## config.mk

```make
export PLATFORM = sky130hd
export DESIGN_NAME = ysyx_220053_lsu
export DESIGN_NICKNAME = d
export VERILOG_FILES = /design/src/rtl/ysyx_220053_lsu_pkg.sv /design/src/rtl/ysyx_220053_lsu_align.sv /design/src/rtl/ysyx_220053_lsu.sv
export SDC_FILE = /design/constraint.sdc
export NUM_CORES = 1
export LEC_CHECK = 0
export ABC_AREA = 1
export BUFFER_PORTS_ARGS = -buffer_cell sky130_fd_sc_hd__buf_2
export CORE_UTILIZATION = 25
export DETAILED_ROUTE_END_ITERATION = 10
export PLACE_DENSITY = 0.52
export SYNTH_ARGS = -nofsm -noshare
export SYNTH_HDL_FRONTEND = slang
export SYNTH_SLANG_ARGS = --single-unit
```

## constraint.sdc

```tcl
create_clock -name clk -period 5.5 [get_ports clk]
set_clock_uncertainty 0.05 [all_clocks]
set_input_delay 0.275 -clock clk [delete_from_list [all_inputs] [get_ports clk]]
set_output_delay 0.275 -clock clk [all_outputs]
set_load 0.02 [all_outputs]
```

## src/rtl/ysyx_220053_lsu_pkg.sv

```systemverilog
// rtl/ysyx_220053_lsu_pkg.sv - shared encodings and helpers for the load/store unit
// Holds the mem_op encodings, the LSU state enum, byte-lane masks for each
// access size, sign-extension widths and small decode helpers.
package ysyx_220053_lsu_pkg;

  localparam logic [2:0] OP_B  = 3'b000;
  localparam logic [2:0] OP_H  = 3'b001;
  localparam logic [2:0] OP_W  = 3'b010;
  localparam logic [2:0] OP_D  = 3'b011;
  localparam logic [2:0] OP_BU = 3'b100;
  localparam logic [2:0] OP_HU = 3'b101;
  localparam logic [2:0] OP_WU = 3'b110;

  typedef enum logic [1:0] {S_IDLE, S_REQ, S_WAIT, S_DONE} lsu_state_e;
  typedef enum logic [1:0] {SZ_B, SZ_H, SZ_W, SZ_D} lsu_size_e;

  localparam logic [7:0] MASK_B = 8'h01;
  localparam logic [7:0] MASK_H = 8'h03;
  localparam logic [7:0] MASK_W = 8'h0F;
  localparam logic [7:0] MASK_D = 8'hFF;

  localparam int EXT_B = 8;
  localparam int EXT_H = 16;
  localparam int EXT_W = 32;

  // 3'b111 is not a defined op; it falls into the default and acts as D.
  function automatic lsu_size_e op_size(input logic [2:0] op);
    case (op)
      OP_B, OP_BU: return SZ_B;
      OP_H, OP_HU: return SZ_H;
      OP_W, OP_WU: return SZ_W;
      OP_D:        return SZ_D;
      default:     return SZ_D;
    endcase
  endfunction

  function automatic logic op_unsigned(input logic [2:0] op);
    return (op == OP_BU) || (op == OP_HU) || (op == OP_WU);
  endfunction

  // Low address bits that must be zero for a naturally aligned access.
  function automatic logic [2:0] op_lo_mask(input logic [2:0] op);
    case (op_size(op))
      SZ_B:    return 3'b000;
      SZ_H:    return 3'b001;
      SZ_W:    return 3'b011;
      default: return 3'b111;
    endcase
  endfunction

endpackage

```

## src/rtl/ysyx_220053_lsu_align.sv

```systemverilog
// rtl/ysyx_220053_lsu_align.sv - combinational byte-lane shift/mask and load extract/extend
// Ports:
//   mem_op     access size/sign code
//   addr_lo    effective address bits [2:0]
//   store_data rs2 value, shifted onto its byte lanes -> wdata
//   rdata      64-bit bus read data, extracted and extended -> load_data
//   wmask      byte-lane strobe for the access
module ysyx_220053_lsu_align
  import ysyx_220053_lsu_pkg::*;
(
  input  logic [2:0]  mem_op,
  input  logic [2:0]  addr_lo,
  input  logic [63:0] store_data,
  input  logic [63:0] rdata,
  output logic [63:0] wdata,
  output logic [7:0]  wmask,
  output logic [63:0] load_data
);

  logic [2:0]  a;
  logic [63:0] sh;
  logic        sgn;

  // Misaligned low bits are dropped so the access stays inside one dword.
  assign a   = addr_lo & ~op_lo_mask(mem_op);
  assign sgn = ~op_unsigned(mem_op);

  always_comb begin
    wdata     = store_data << {a, 3'b000};
    sh        = rdata >> {a, 3'b000};
    wmask     = MASK_D;
    load_data = sh;
    case (op_size(mem_op))
      SZ_B: begin
        wmask     = MASK_B << a;
        load_data = {{(64-EXT_B){sgn & sh[EXT_B-1]}}, sh[EXT_B-1:0]};
      end
      SZ_H: begin
        wmask     = MASK_H << a;
        load_data = {{(64-EXT_H){sgn & sh[EXT_H-1]}}, sh[EXT_H-1:0]};
      end
      SZ_W: begin
        wmask     = MASK_W << a;
        load_data = {{(64-EXT_W){sgn & sh[EXT_W-1]}}, sh[EXT_W-1:0]};
      end
      default: begin
        wmask     = MASK_D;
        load_data = sh;
      end
    endcase
  end

endmodule

```

## src/rtl/ysyx_220053_lsu.sv

```systemverilog
// rtl/ysyx_220053_lsu.sv - memory-access stage: FSM, input latches, bus timeout
// Optional: define YSYX_220053_LSU_MISALIGN_CHECK_EN to reject misaligned
// H/W/D accesses with err=1 instead of truncating their address.
// Ports:
//   clk, rst                 clock, synchronous active-high reset
//   in_valid/in_ready        op handshake from EX (alu_res, store_data,
//                            mem_rd, mem_wr, mem_op, rd_in)
//   mwb_block                stall to EX while not idle
//   bus_req_*/bus_addr/we/wdata/wmask  request channel of the data bus
//   bus_resp_valid/bus_rdata response channel of the data bus
//   out_valid/out_ready      writeback record to WB (wb_data, wb_rd, wb_en, err)
module ysyx_220053_lsu
  import ysyx_220053_lsu_pkg::*;
#(
  parameter int          ADDR_W  = 64,
  parameter int unsigned TIMEOUT = 255
) (
  input  logic              clk,
  input  logic              rst,
  input  logic              in_valid,
  output logic              in_ready,
  input  logic [63:0]       alu_res,
  input  logic [63:0]       store_data,
  input  logic              mem_rd,
  input  logic              mem_wr,
  input  logic [2:0]        mem_op,
  input  logic [4:0]        rd_in,
  output logic              mwb_block,
  output logic              bus_req_valid,
  input  logic              bus_req_ready,
  output logic [ADDR_W-1:0] bus_addr,
  output logic              bus_we,
  output logic [63:0]       bus_wdata,
  output logic [7:0]        bus_wmask,
  input  logic              bus_resp_valid,
  input  logic [63:0]       bus_rdata,
  output logic              out_valid,
  input  logic              out_ready,
  output logic [63:0]       wb_data,
  output logic [4:0]        wb_rd,
  output logic              wb_en,
  output logic              err
);

  lsu_state_e  state, state_n;
  logic [63:0] addr_q, sdata_q, wb_data_q;
  logic [2:0]  op_q;
  logic [4:0]  rd_q, wb_rd_q;
  logic        st_q, wb_en_q, err_q;
  logic [31:0] cnt_q;
  logic [63:0] al_wdata, al_load;
  logic [7:0]  al_wmask;
  logic        is_mem, misalign, timeout_hit, in_req;

  assign is_mem = mem_rd | mem_wr;

`ifdef YSYX_220053_LSU_MISALIGN_CHECK_EN
  assign misalign = is_mem && ((alu_res[2:0] & op_lo_mask(mem_op)) != 3'b000);
`else
  assign misalign = 1'b0;
`endif

  // cnt_q counts completed WAIT cycles; the TIMEOUT-th one gives up.
  assign timeout_hit = (TIMEOUT != 0) && ((cnt_q + 32'd1) == TIMEOUT);

  ysyx_220053_lsu_align u_align (
    .mem_op     (op_q),
    .addr_lo    (addr_q[2:0]),
    .store_data (sdata_q),
    .rdata      (bus_rdata),
    .wdata      (al_wdata),
    .wmask      (al_wmask),
    .load_data  (al_load)
  );

  always_ff @(posedge clk) begin
    if (rst) state <= S_IDLE;
    else     state <= state_n;
  end

  always_comb begin
    state_n       = state;
    in_ready      = 1'b0;
    mwb_block     = 1'b1;
    bus_req_valid = 1'b0;
    out_valid     = 1'b0;
    case (state)
      S_IDLE: begin
        in_ready  = 1'b1;
        mwb_block = 1'b0;
        if (in_valid) state_n = (!is_mem || misalign) ? S_DONE : S_REQ;
      end
      S_REQ: begin
        bus_req_valid = 1'b1;
        // Stores are posted: the request handshake completes them.
        if (bus_req_ready) state_n = st_q ? S_DONE : S_WAIT;
      end
      S_WAIT: begin
        if (bus_resp_valid || timeout_hit) state_n = S_DONE;
      end
      S_DONE: begin
        out_valid = 1'b1;
        if (out_ready) state_n = S_IDLE;
      end
      default: state_n = S_IDLE;
    endcase
  end

  always_ff @(posedge clk) begin
    if (rst) begin
      addr_q    <= '0;
      sdata_q   <= '0;
      op_q      <= '0;
      rd_q      <= '0;
      st_q      <= 1'b0;
      cnt_q     <= '0;
      wb_data_q <= '0;
      wb_rd_q   <= '0;
      wb_en_q   <= 1'b0;
      err_q     <= 1'b0;
    end else begin
      case (state)
        S_IDLE: begin
          if (in_valid) begin
            addr_q  <= alu_res;
            sdata_q <= store_data;
            op_q    <= mem_op;
            rd_q    <= rd_in;
            st_q    <= mem_wr;
            cnt_q   <= '0;
            err_q   <= misalign;
            if (!is_mem) begin
              wb_data_q <= alu_res;
              wb_rd_q   <= rd_in;
              wb_en_q   <= (rd_in != 5'd0);
            end else begin
              wb_data_q <= '0;
              wb_rd_q   <= mem_wr ? 5'd0 : rd_in;
              wb_en_q   <= 1'b0;
            end
          end
        end
        S_WAIT: begin
          if (bus_resp_valid) begin
            wb_data_q <= al_load;
            wb_en_q   <= (rd_q != 5'd0);
          end else if (timeout_hit) begin
            err_q <= 1'b1;
          end else begin
            cnt_q <= cnt_q + 32'd1;
          end
        end
        default: ;
      endcase
    end
  end

  assign in_req    = (state == S_REQ);
  assign bus_addr  = in_req ? {addr_q[ADDR_W-1:3], 3'b000} : '0;
  assign bus_we    = in_req & st_q;
  assign bus_wdata = in_req ? al_wdata : '0;
  assign bus_wmask = in_req ? al_wmask : '0;

  assign wb_data = wb_data_q;
  assign wb_rd   = wb_rd_q;
  assign wb_en   = wb_en_q;
  assign err     = err_q;

endmodule

```

==> parameters.txt, run 1 <==
Parameter                              Value

GRT
  Number of antenna violations at the first check in global routing    13
  Overall overflow remaining after global route    0
  All-layer global routing usage    approximately 22%
  Vias in the first global route    16855
  First-pass GRT wire length    104000 um
  Maximum number of pins on one net before global-route repair    about 120

Yosys
  Most common flop cell mapped by yosys    sky130_fd_sc_hd__dfxtp_1
  Count of flip-flops with a built-in enable after synthesis    0
  Proportion of synthesized chip area in sequential cells    32.7%
  Post-synth top area share    roughly 33%
  Synthesized area    about 15000 sq um
  Number of library cell types mapped by synthesis    48
  Library cell with the largest summed area after synthesis    sky130_fd_sc_hd__dfxtp_1
  Yosys reg bits    ~240
  Number of synthesis warnings    0
  Avg Inst Size Synth    6.12 sq um
  Async SR Flop Fraction    0%
  Cells after synthesis    2416
  Top post-synthesis cells by area    sky130_fd_sc_hd__dfxtp_1 33%, sky130_fd_sc_hd__nand2_1 13%, sky130_fd_sc_hd__o21ai_0 13%

Clock network
  Clock-pin slew reported for the worst setup and hold paths after clock tree synthesis    around 0.060 ns
  Clock insertion delay at the later pin of the skew report    ~0.60 ns
  Clock tree buffer depth    3
  Quantity of gates resized following cts    0
  Post-CTS Hold Buffers    between 100 and 150
  TritonCTS buffer count    31
  Number of clock sinks    242
  Post-CTS Repair Setup Buffers    0
  TritonCTS clock tree    yes
  Root buf cell    sky130_fd_sc_hd__clkbuf_16
  Number of H-tree branching levels    1

Floorplanning
  Die X    245 um
  Die Area    60200 sq um
  Floorplan row count    88
  Die outline height    245 um
  Boundary Pins    420
  Core Area    just under 60000 sq um
  Starting density of the core    about a quarter

Detailed routing
  Via density    4.84
  Routed via count    around 18000
  Iteration-0 DRC Markers    between 1000 and 1500
  Post-route DRC violation count    0
  Pre-antenna DRT Iters    5
  Total Routed Length    approximately 69000 um
  Number of nets still failing antenna checks after routing    0
  Avg WL per Cell    about 19 um

Worst setup path
  Data required time of the critical path    5.18 ns
  Critical path class    flop to primary output
  Critical path capture point type    primary output
  Cell-by-cell listing of the critical path    ha_1 > buf_4 > inv_2 > nand2_2 > nor2_4 > clkinv_2 > buf_4 > o21ai_0 > o21ai_0 > buf_2
  Cell with the largest stage delay on the worst path    sky130_fd_sc_hd__buf_4
  Maximum single-stage delay on the critical path    about 0.64 ns
  Crit start category    flop
  Worst Path Max Fanout    71
  Top delay family on crit path    buffers and inverters
  Register-to-register setup slack    1.41 ns
  Arrival time worst endpoint    approximately 4.0 ns
  Crit path buf inv count    5

Hold path
  Tightest Hold Check Type    primary input to flop

Status
  Run status    completed

Timing
  Highest clock frequency the design can meet    about 230 MHz
  Total of endpoints with negative setup slack in the final report    0
  Minimum period implied by the final worst setup slack    about 4.4 ns
  Max-slew violations    0
  Actual transition at the worst max-transition pin    approximately 1.2 ns
  Final period utilization    approximately 79%
  Final worst setup slack    between 1 and 1.5 ns
  Setup repair after global routing missed its margin    no
  Worst relative slew slack    between 20 and 25%
  Sum Neg Setup Slack    0 ns
  Final count of hold timing violations    0
  Worst hold-check slack    0.00989 ns

Final layout
  Area growth from synthesis to layout    33.1%
  Core occupancy in the finished layout    33.9%
  Final instance area    around 20000 sq um
  Non-filler cells, final    approximately 3600
  # nets final    roughly 3000
  Share of cells above drive strength 1    19.3%
  Area of combinational cells with multiple inputs    8400 sq um
  Register area    4840 sq um
  Filler cell count in the final layout    roughly 6600

Placed design
  Total instance count after detailed placement    3437
  Input/output buffers    between 400 and 500
  DP HPWL    between 50000 and 60000 um
  Instance area after placement    ~17000 sq um
  Minimum setup slack after placement    around 1.5 ns
  Placer Congestion    0.967

Power
  Peak supply drop    about 310 uV
  Power per standard cell area    around 500 nW/um^2
  Static Leakage    about 9.3 nW
  Post-layout power    9.75 mW

Job
  Maximum capacitance violations    0
-- registers in the layout (all words and copies together) (netlist names), 2 cells and up --
register / flops
addr_q: 64
cnt_q: 32
op_q: 3
rd_q: 5
sdata_q: 64
state: 2
wb_data: 64
wb_rd: 5
-- power breakdown --
part           switching [mW]  leakage [nW]  internal [mW]
clock                   0.879         0.500           1.30
combinational            3.68          6.78           1.38
sequential              0.259          1.99           2.25
-- cell usage in the layout (no fill, tap or decap), types with 11 or more instances in the layout --
master,Yosys,layout
sky130_fd_sc_hd__inv_1,205,201
sky130_fd_sc_hd__dlygate4sd3_1,2,134
sky130_fd_sc_hd__diode_2,0,12
sky130_fd_sc_hd__o21ai_0,396,396
sky130_fd_sc_hd__o211ai_1,14,14
sky130_fd_sc_hd__nand4_1,34,34
sky130_fd_sc_hd__nand3_1,95,95
sky130_fd_sc_hd__clkbuf_16,0,31
sky130_fd_sc_hd__nand2_2,11,11
sky130_fd_sc_hd__buf_4,7,21
sky130_fd_sc_hd__ha_1,14,12
sky130_fd_sc_hd__buf_2,14,416
sky130_fd_sc_hd__nor2_1,315,313
sky130_fd_sc_hd__nor2_4,10,12
sky130_fd_sc_hd__dfxtp_1,242,242
sky130_fd_sc_hd__a21oi_1,258,258
sky130_fd_sc_hd__nand2_1,532,530
-- worst min-delay path, delay by kind of cell --
| family | cells | cell delay, ns |
|---|---|---|
| buf+inv | 1 | 0.07 |
| compound gates | 2 | 0.27 |
-- cells by family (layout without fill, tap and decap cells) --
family | count (synthesis) | after routing | share of synthesized area [%]
buf+inv | 395 | 838 | 10.9
flops | 242 | 242 | 32.7
xor+xnor | 2 | 2 | 0.118
compound gates | 715 | 715 | 25.1
mux | 5 | 5 | 0.338
fa+ha+maj | 14 | 14 | 1.18
other cells | 1 | 15 | 0.0253
simple gates | 1042 | 1042 | 29.6
-- final timing paths --
check	from	to	cells past startpoint
setup / recovery	op_q[1]$_SDFFE_PP0P_	bus_wdata[58]	10
hold / removal	store_data[25]	sdata_q[25]$_SDFFE_PP0P_	3
setup reg to reg	op_q[0]$_SDFFE_PP0P_	wb_data[16]$_SDFFE_PP0P_	16
hold reg to reg	rd_q[0]$_SDFFE_PP0P_	rd_q[0]$_SDFFE_PP0P_	2
-- cell usage after synthesis (11+ instances only) --
master / instances
sky130_fd_sc_hd__nand2_1: 532
sky130_fd_sc_hd__o21ai_0: 396
sky130_fd_sc_hd__nor2_1: 315
sky130_fd_sc_hd__a21oi_1: 258
sky130_fd_sc_hd__dfxtp_1: 242
sky130_fd_sc_hd__inv_1: 205
sky130_fd_sc_hd__clkbuf_1: 137
sky130_fd_sc_hd__nand3_1: 95
sky130_fd_sc_hd__nand4_1: 34
sky130_fd_sc_hd__buf_1: 15
sky130_fd_sc_hd__buf_2: 14
sky130_fd_sc_hd__ha_1: 14
sky130_fd_sc_hd__o211ai_1: 14
sky130_fd_sc_hd__nand2_2: 11
-- per-layer routing --
layer,wire [um],global-route usage [%]
met5,43,0
met4,2160,6.93
met3,4340,4.10
met2,31000,34.9
met1,31600,30.3
-- final cells by class --
class                   count  area share [%]
diodes                     12           0.152
clock buffers              38            4.23
clock inverters            17            1.18
inverters                 211            4.05
multi-input cells        1781            42.6
flip-flops and latches    242            24.6
well taps                 765            4.86
repair buffers            572            18.3
Note: power is estimated with default switching activity, not from simulation.
==> run 2, diff against run 1 <==
- clock period: 5.5 -> 4.2 ns (I/O delays scaled with it)
==> parameters.txt, run 2 (same netlist as run 1, synthesis figures left out) <==
Parameter                              Value

Status
  Run status    completed

Detailed routing
  Routed via count    17612 (+0.11%)
  Number of nets still failing antenna checks after routing    0 (unchanged)
  Avg WL per Cell    18.8 um (-0.92%)
  Iteration-0 DRC Markers    1427 (+7.8%)
  Post-route DRC violation count    0 (unchanged)
  Pre-antenna DRT Iters    7 (+2)
  Total Routed Length    68600 um (-0.72%)
  Via density    4.83 (about the same)

GRT
  First-pass GRT wire length    102000 um (-1.7%)
  Vias in the first global route    16538 (-1.9%)
  Overall overflow remaining after global route    0 (unchanged)
  All-layer global routing usage    21.8% (-0.27 points)
  Number of antenna violations at the first check in global routing    18 (+5)
  Maximum number of pins on one net before global-route repair    179 (+48%)

Clock network
  Root buf cell    sky130_fd_sc_hd__clkbuf_16
  Number of H-tree branching levels    1 (unchanged)
  TritonCTS clock tree    yes
  TritonCTS buffer count    31 (unchanged)
  Number of clock sinks    242 (unchanged)
  Clock tree buffer depth    3 (unchanged)
  Clock insertion delay at the later pin of the skew report    0.59 ns (about the same)
  Clock-pin slew reported for the worst setup and hold paths after clock tree synthesis    0.07 ns (about the same)
  Post-CTS Repair Setup Buffers    0 (unchanged)

Timing
  Setup repair after global routing missed its margin    no
  Final period utilization    just over 90%
  Max-slew violations    0 (unchanged)
  Actual transition at the worst max-transition pin    1.02 ns (-0.143 ns)
  Highest clock frequency the design can meet    262 MHz
  Final count of hold timing violations    0 (unchanged)
  Sum Neg Setup Slack    0 ns (unchanged)
  Minimum period implied by the final worst setup slack    approximately 3.8 ns
  Worst relative slew slack    31.7% (+9.5 points)
  Total of endpoints with negative setup slack in the final report    0 (unchanged)
  Worst hold-check slack    0.0448 ns (+0.0349 ns)

Final layout
  # nets final    3074 (+0.42%)
  Most used cells in the layout excluding fill and tap cells    530 x sky130_fd_sc_hd__nand2_1, 416 x sky130_fd_sc_hd__buf_2, 396 x sky130_fd_sc_hd__o21ai_0, 313 x sky130_fd_sc_hd__nor2_1, 258 x sky130_fd_sc_hd__a21oi_1
  Commonest non-fill, non-tap cell in the layout    sky130_fd_sc_hd__nand2_1
  Core occupancy in the finished layout    34.0% (+0.16 points)
  Area of combinational cells with multiple inputs    8400 sq um (unchanged)
  Register area    4840 sq um (unchanged)
  Filler cell count in the final layout    6552 (-0.11%)
  Final instance area    19800 sq um (+0.48%)
  Area growth from synthesis to layout    33.7%
  Share of cells above drive strength 1    19.4% (+0.094 points)

Floorplanning
  Starting density of the core    25.5% (unchanged)
  Die Area    60200 sq um (unchanged)
  Core Area    58100 sq um (unchanged)
  Die outline height    245 um (unchanged)
  Boundary Pins    420 (unchanged)
  Floorplan row count    88 (unchanged)
  Die X    245 um (unchanged)

Worst setup path
  Depth of the worst register-to-register path    15 (-1)
  Endpoint of the worst register-to-register path    wb_data[16]$_SDFFE_PP0P_
  Top cell by count, worst path    sky130_fd_sc_hd__nand2_1
  Maximum single-stage delay on the critical path    0.75 ns (+0.11 ns)
  Data required time of the critical path    3.94 ns (-1.24 ns)
  Cell-by-cell listing of the critical path    ha_1 > inv_2 > nand2_1 > inv_1 > nand2_1 > o21ai_0 > buf_2
  FF-to-FF Start    op_q[0]$_SDFFE_PP0P_
  Arrival time worst endpoint    3.55 ns (-0.49 ns)
  Top delay family on crit path    simple AND/OR/NAND/NOR gates
  Crit path buf inv count    3 (-2)
  Register-to-register setup slack    0.74 ns (-0.67 ns)
  Worst Path Max Fanout    27 (-62%)
  Critical path class    flop to primary output
  Cell with the largest stage delay on the worst path    sky130_fd_sc_hd__nand2_1
  Critical path capture point type    primary output
  Crit start category    flop

Power
  Power per standard cell area    643 nW/um^2 (+30%)
  Peak supply drop    392 uV (+26%)
  Post-layout power    12.7 mW (+30%)
  Static Leakage    9.34 nW (+0.79%)

Placed design
  Input/output buffers    416 (unchanged)
  Instance area after placement    17300 sq um (+0.52%)
  DP HPWL    49700 um (-1.4%)
  Placer Congestion    0.935 (-3.3%)

Hold path
  Source of the worst hold timing path    bus_rdata[10]
  Hold Crit Depth    5 (+2)
  Tightest Hold Check Type    primary input to flop
  Capture endpoint of the worst hold path    wb_data[2]$_SDFFE_PP0P_

Job
  Maximum capacitance violations    0 (unchanged)
-- run 2: timing repair --
action                                  in CTS  in global routing
resized for setup                            0                  3
hold endpoints to repair                   207                  0
endpoints found under the setup margin       0                  8
hold buffers                               140                  0
-- run 2: cell type report --
| type | count | area share [%] |
|---|---|---|
| Tap cell | 765 | 4.84 |
| Antenna cell | 7 | 0.0885 |
| Inverter | 211 | 4.05 |
| Multi-Input combinational cell | 1781 | 42.4 |
| Timing Repair Buffer | 585 | 19.0 |
| Sequential cell | 242 | 24.5 |
| Clock buffer | 38 | 4.15 |
| Clock inverter | 16 | 0.986 |
-- run 2: power breakdown --
part           leakage [nW]  internal (mW)  switching (mW)
logic                  6.85           1.85            4.84
clock network         0.496           1.63            1.13
registers              1.99           2.95           0.331
-- run 2: how the worst max path moves through the flow --
stage / slack (ns) / depth (start not counted) / to / from
6_report: 0.39 / 7 / bus_wdata[58] / op_q[0]$_SDFFE_PP0P_
5_1_grt: 0.19 / 11 / bus_wdata[58] / op_q[0]$_SDFFE_PP0P_
4_1_cts: 0.21 / 11 / bus_wdata[58] / op_q[0]$_SDFFE_PP0P_
3_5_place_dp: 0.46 / 16 / wb_data[16]$_SDFFE_PP0P_ / op_q[0]$_SDFFE_PP0P_
3_3_place_gp: 0.52 / 16 / wb_data[16]$_SDFFE_PP0P_ / op_q[0]$_SDFFE_PP0P_
2_1_floorplan: 1.41 / 11 / bus_wdata[54] / op_q[0]$_SDFFE_PP0P_
-- run 2: routing by layer --
| metal | track usage [%] | vias to the layer above | wire [um] |
|---|---|---|---|
| li1 | - | 8789 | - |
| met4 | 6.78 | 10 | 2040 |
| met3 | 4.37 | 108 | 4820 |
| met5 | 0 | - | 69 |
| met1 | 29.9 | 8099 | 31100 |
| met2 | 34.2 | 606 | 30500 |
-- run 2: per-stage QoR --
stage	cells	setup WS, ns
2_1_floorplan	2418	1.41
3_3_place_gp	3444	0.517
4_1_cts	3638	0.214
5_1_grt	3644	0.194
3_5_place_dp	3444	0.456
6_report	3645	0.389
-- run 2: worst register-to-register path, cell delays in order, from the launching register on --
cell and delay, ns:
sky130_fd_sc_hd__dfxtp_1 0.41, sky130_fd_sc_hd__inv_1 0.13, sky130_fd_sc_hd__ha_1 0.25, sky130_fd_sc_hd__inv_1 0.12, sky130_fd_sc_hd__nand2_2 0.16, sky130_fd_sc_hd__nor2_4 0.35, sky130_fd_sc_hd__inv_4 0.19, sky130_fd_sc_hd__o21ai_1 0.19
sky130_fd_sc_hd__o21ai_0 0.11, sky130_fd_sc_hd__inv_2 0.09, sky130_fd_sc_hd__nand3_2 0.34, sky130_fd_sc_hd__nand2_2 0.41, sky130_fd_sc_hd__inv_4 0.20, sky130_fd_sc_hd__o21ai_0 0.14, sky130_fd_sc_hd__nand2_1 0.08, sky130_fd_sc_hd__a21oi_1 0.15
==> run 3, diff against run 2 <==
- SYNTH_HIERARCHICAL: unset -> 1
==> parameters.txt, run 3 <==
Parameter                              Value

Timing
  Final worst setup slack    0.283 ns (-0.106 ns)
  Final period utilization    93.3% (+2.5 points)
  Actual transition at the worst max-transition pin    1.21 ns (+0.187 ns)
  Setup repair after global routing missed its margin    no
  Max-slew violations    0 (unchanged)
  Sum Neg Setup Slack    0 ns (unchanged)
  Worst relative slew slack    19.4% (-12 points)
  Minimum period implied by the final worst setup slack    3.92 ns (+0.106 ns)
  Final count of hold timing violations    0 (unchanged)
  Highest clock frequency the design can meet    255 MHz (-2.7%)
  Total of endpoints with negative setup slack in the final report    0 (unchanged)

Final layout
  # nets final    3278 (+6.6%)
  Final instance area    20500 sq um (+3.8%)
  Area growth from synthesis to layout    31.7%
  Share of cells above drive strength 1    17.7% (-1.6 points)
  Commonest non-fill, non-tap cell in the layout    sky130_fd_sc_hd__nand2_1
  Most used cells in the layout excluding fill and tap cells    669 x sky130_fd_sc_hd__nand2_1, 416 x sky130_fd_sc_hd__buf_2, 385 x sky130_fd_sc_hd__nor2_1, 278 x sky130_fd_sc_hd__o21ai_0, 276 x sky130_fd_sc_hd__inv_1

Yosys
  Most numerous cell types in the synthesized netlist    670 x sky130_fd_sc_hd__nand2_1, 386 x sky130_fd_sc_hd__nor2_1, 278 x sky130_fd_sc_hd__inv_1, 278 x sky130_fd_sc_hd__o21ai_0, 242 x sky130_fd_sc_hd__dfxtp_1
  Avg Inst Size Synth    5.94 sq um (-3.1%)
  Most common flop cell mapped by yosys    sky130_fd_sc_hd__dfxtp_1
  Library cell with the largest summed area after synthesis    sky130_fd_sc_hd__dfxtp_1
  Number of library cell types mapped by synthesis    41 (-15%)
  Count of flip-flops with a built-in enable after synthesis    0 (unchanged)
  Yosys reg bits    242 (unchanged)
  Synthesized area    15600 sq um (+5.4%)
  Most frequent cell after synthesis    sky130_fd_sc_hd__nand2_1
  Post-synth top area share    31.0% (-1.7 points)
  Cells after synthesis    2629 (+8.8%)
  Proportion of synthesized chip area in sequential cells    31.0% (-1.7 points)
  Async SR Flop Fraction    0% (unchanged)
  Top post-synthesis cells by area    sky130_fd_sc_hd__dfxtp_1 31%, sky130_fd_sc_hd__nand2_1 16%, sky130_fd_sc_hd__nor2_1 9.3%
  Number of synthesis warnings    6 (+6)

Power
  Total net switching power    6.79 mW (+7.9%)
  Power share of the combinational group    54.5% (+1.9 points)
  Internal power    6.54 mW (+1.9%)
  Static Leakage    10.4 nW (+11%)
  Switching power as a share of total power    50.9% (+1.4 points)
  Part of the power in the clock network    20.5% (-1.2 points)
  Power per standard cell area    649 nW/um^2 (+0.96%)
  Part of the total power dissipated in sequential elements    24.9% (-0.9 points)
  Post-layout power    13.3 mW (+4.8%)
  Peak supply drop    352 uV (-10%)

Worst setup path
  Worst Path Max Fanout    26 (-3.7%)
  Critical path capture point type    primary output
  Critical path class    flop to primary output
  Crit start category    flop
  Data required time of the critical path    3.94 ns (about the same)
  Cell with the largest stage delay on the worst path    sky130_fd_sc_hd__nor2_8
  Maximum single-stage delay on the critical path    0.39 ns (-0.36 ns)
  Arrival time worst endpoint    3.66 ns (+0.11 ns)
  Cell-by-cell listing of the critical path    ha_1 > inv_4 > nand2_4 > nor2_8 > buf_4 > nand2_1 > o22ai_1 > inv_1 > o21ai_1 > nand2_1 > inv_1 > buf_2

Detailed routing
  Pre-antenna DRT Iters    6 (-1)
  Routed via count    18927 (+7.5%)
  Via density    4.83 (-0.12%)
  Iteration-0 DRC Markers    1557 (+9.1%)
  Number of nets still failing antenna checks after routing    0 (unchanged)
  Total Routed Length    71300 um (+3.8%)
  Post-route DRC violation count    0 (unchanged)
  Avg WL per Cell    18.2 um (-3.5%)

Floorplanning
  Die outline height    252 um (+2.7%)
  Die X    252 um (+2.7%)
  Die Area    63400 sq um (+5.4%)
  Core Area    61700 sq um (+6.2%)
  Starting density of the core    25.3% (-0.17 points)
  Boundary Pins    420 (unchanged)
  Floorplan row count    91 (+3.4%)

GRT
  Maximum number of pins on one net before global-route repair    106 (-41%)
  Vias in the first global route    17824 (+7.8%)
  All-layer global routing usage    21.7% (-0.19 points)
  Number of antenna violations at the first check in global routing    12 (-6)
  Overall overflow remaining after global route    0 (unchanged)
  First-pass GRT wire length    107000 um (+5.4%)

Clock network
  Number of H-tree branching levels    1 (unchanged)
  TritonCTS buffer count    31 (unchanged)
  Number of clock sinks    242 (unchanged)
  Post-CTS Repair Setup Buffers    0 (unchanged)
  Clock-pin slew reported for the worst setup and hold paths after clock tree synthesis    0.06 ns (about the same)
  TritonCTS clock tree    yes
  Root buf cell    sky130_fd_sc_hd__clkbuf_16
  Clock insertion delay at the later pin of the skew report    0.63 ns (+0.04 ns)
  Clock tree buffer depth    3 (unchanged)

Job
  Maximum capacitance violations    0 (unchanged)

Placed design
  Instance area after placement    18100 sq um (+4.3%)
  Input/output buffers    416 (unchanged)
  Placer Congestion    0.907 (-2.9%)
  Minimum setup slack after placement    0.783 ns (+0.327 ns)
  DP HPWL    52000 um (+4.5%)

Hold path
  Tightest Hold Check Type    primary input to flop

Status
  Run status    completed
-- run 3: cell count changes in the layout (fill, tap and decap cells not counted), sizes merged, moves of 9 or more --
| cell | delta |
|---|---|
| o211ai | +9 |
| o21ai | -62 |
| a21oi | -80 |
| nand3 | +50 |
| inv | +76 |
| nand4 | +28 |
| nor2 | +70 |
| o221ai | +14 |
| nand2 | +136 |
-- run 3: final timing paths --
| path | depth (start not counted) | to | from | slack [ns] |
|---|---|---|---|---|
| setup reg to reg | 12 | wb_data[48]$_SDFFE_PP0P_ | op_q[0]$_SDFFE_PP0P_ | 0.74 |
| setup / recovery | 12 | bus_wdata[51] | op_q[0]$_SDFFE_PP0P_ | 0.28 |
| hold / removal | 6 | state[0]$_SDFFE_PP0P_ | out_ready | 0.04 |
| hold reg to reg | 2 | wb_rd[3]$_SDFFE_PP0P_ | wb_rd[3]$_SDFFE_PP0P_ | 0.41 |
-- run 3: layout make-up --
type	instances	area, sq um
clock inverters	15	160
flip-flops and latches	242	4840
fillers	7103	41200
multi-input cells	1914	8830
inverters	287	1090
diodes	4	10.0
well taps	837	1050
clock buffers	42	867
repair buffers	581	3700
-- run 3: cell families after synthesis --
kind of cell / Yosys count / synth area share (%)
other: 1 / 0.0240
AND/OR/NAND/NOR: 1313 / 35.3
AO/OA/AOI/OAI: 581 / 19.7
XOR/XNOR: 3 / 0.168
buffers and inverters: 476 / 12.8
adder cells (fa/ha/maj): 13 / 1.04
flip-flops: 242 / 31.0
-- run 3: layer usage --
metal,GRT usage (%),share of wire [%]
met2,34.9,45
met1,28.7,44
met5,0,0.15
met3,4.28,7.2
met4,7.32,3.7
-- run 3: what timing repair did --
action / 4_1_cts / 5_1_grt
gates resized for setup: 0 / 5
hold buffers: 139 / 0
endpoints found under the setup margin: 0 / 26
hold endpoints to repair: 208 / 0
-- run 3: power by group through the flow --
stage                     Sequential [mW]  Clock (mW)  Combinational, mW
after detailed placement             3.36           0               7.09
after global routing                 3.40        2.89               7.98
after floorplan                      3.60           0               4.50
final                                3.32        2.74               7.27
after global placement               3.36           0               7.09
after CTS                            3.32        2.80               7.22
-- run 3: worst max-delay path, delay by kind of cell, from the launching register on --
family / cells / cell delay [ns]
simple gates: 4 / 0.97
fa+ha+maj: 1 / 0.36
buf+inv: 5 / 0.85
compound gates: 2 / 0.49
flops: 1 / 0.34
-- run 3: per-stage QoR --
stage	instances	hold WS, ns	utilization (%)
2_1_floorplan	2631	0.305	-
6_report	3922	0.0436	33.3
3_3_place_gp	3721	0.400	29.3
4_1_cts	3917	0.0155	33.2
5_1_grt	3919	0.0712	33.3
3_5_place_dp	3721	0.403	29.3
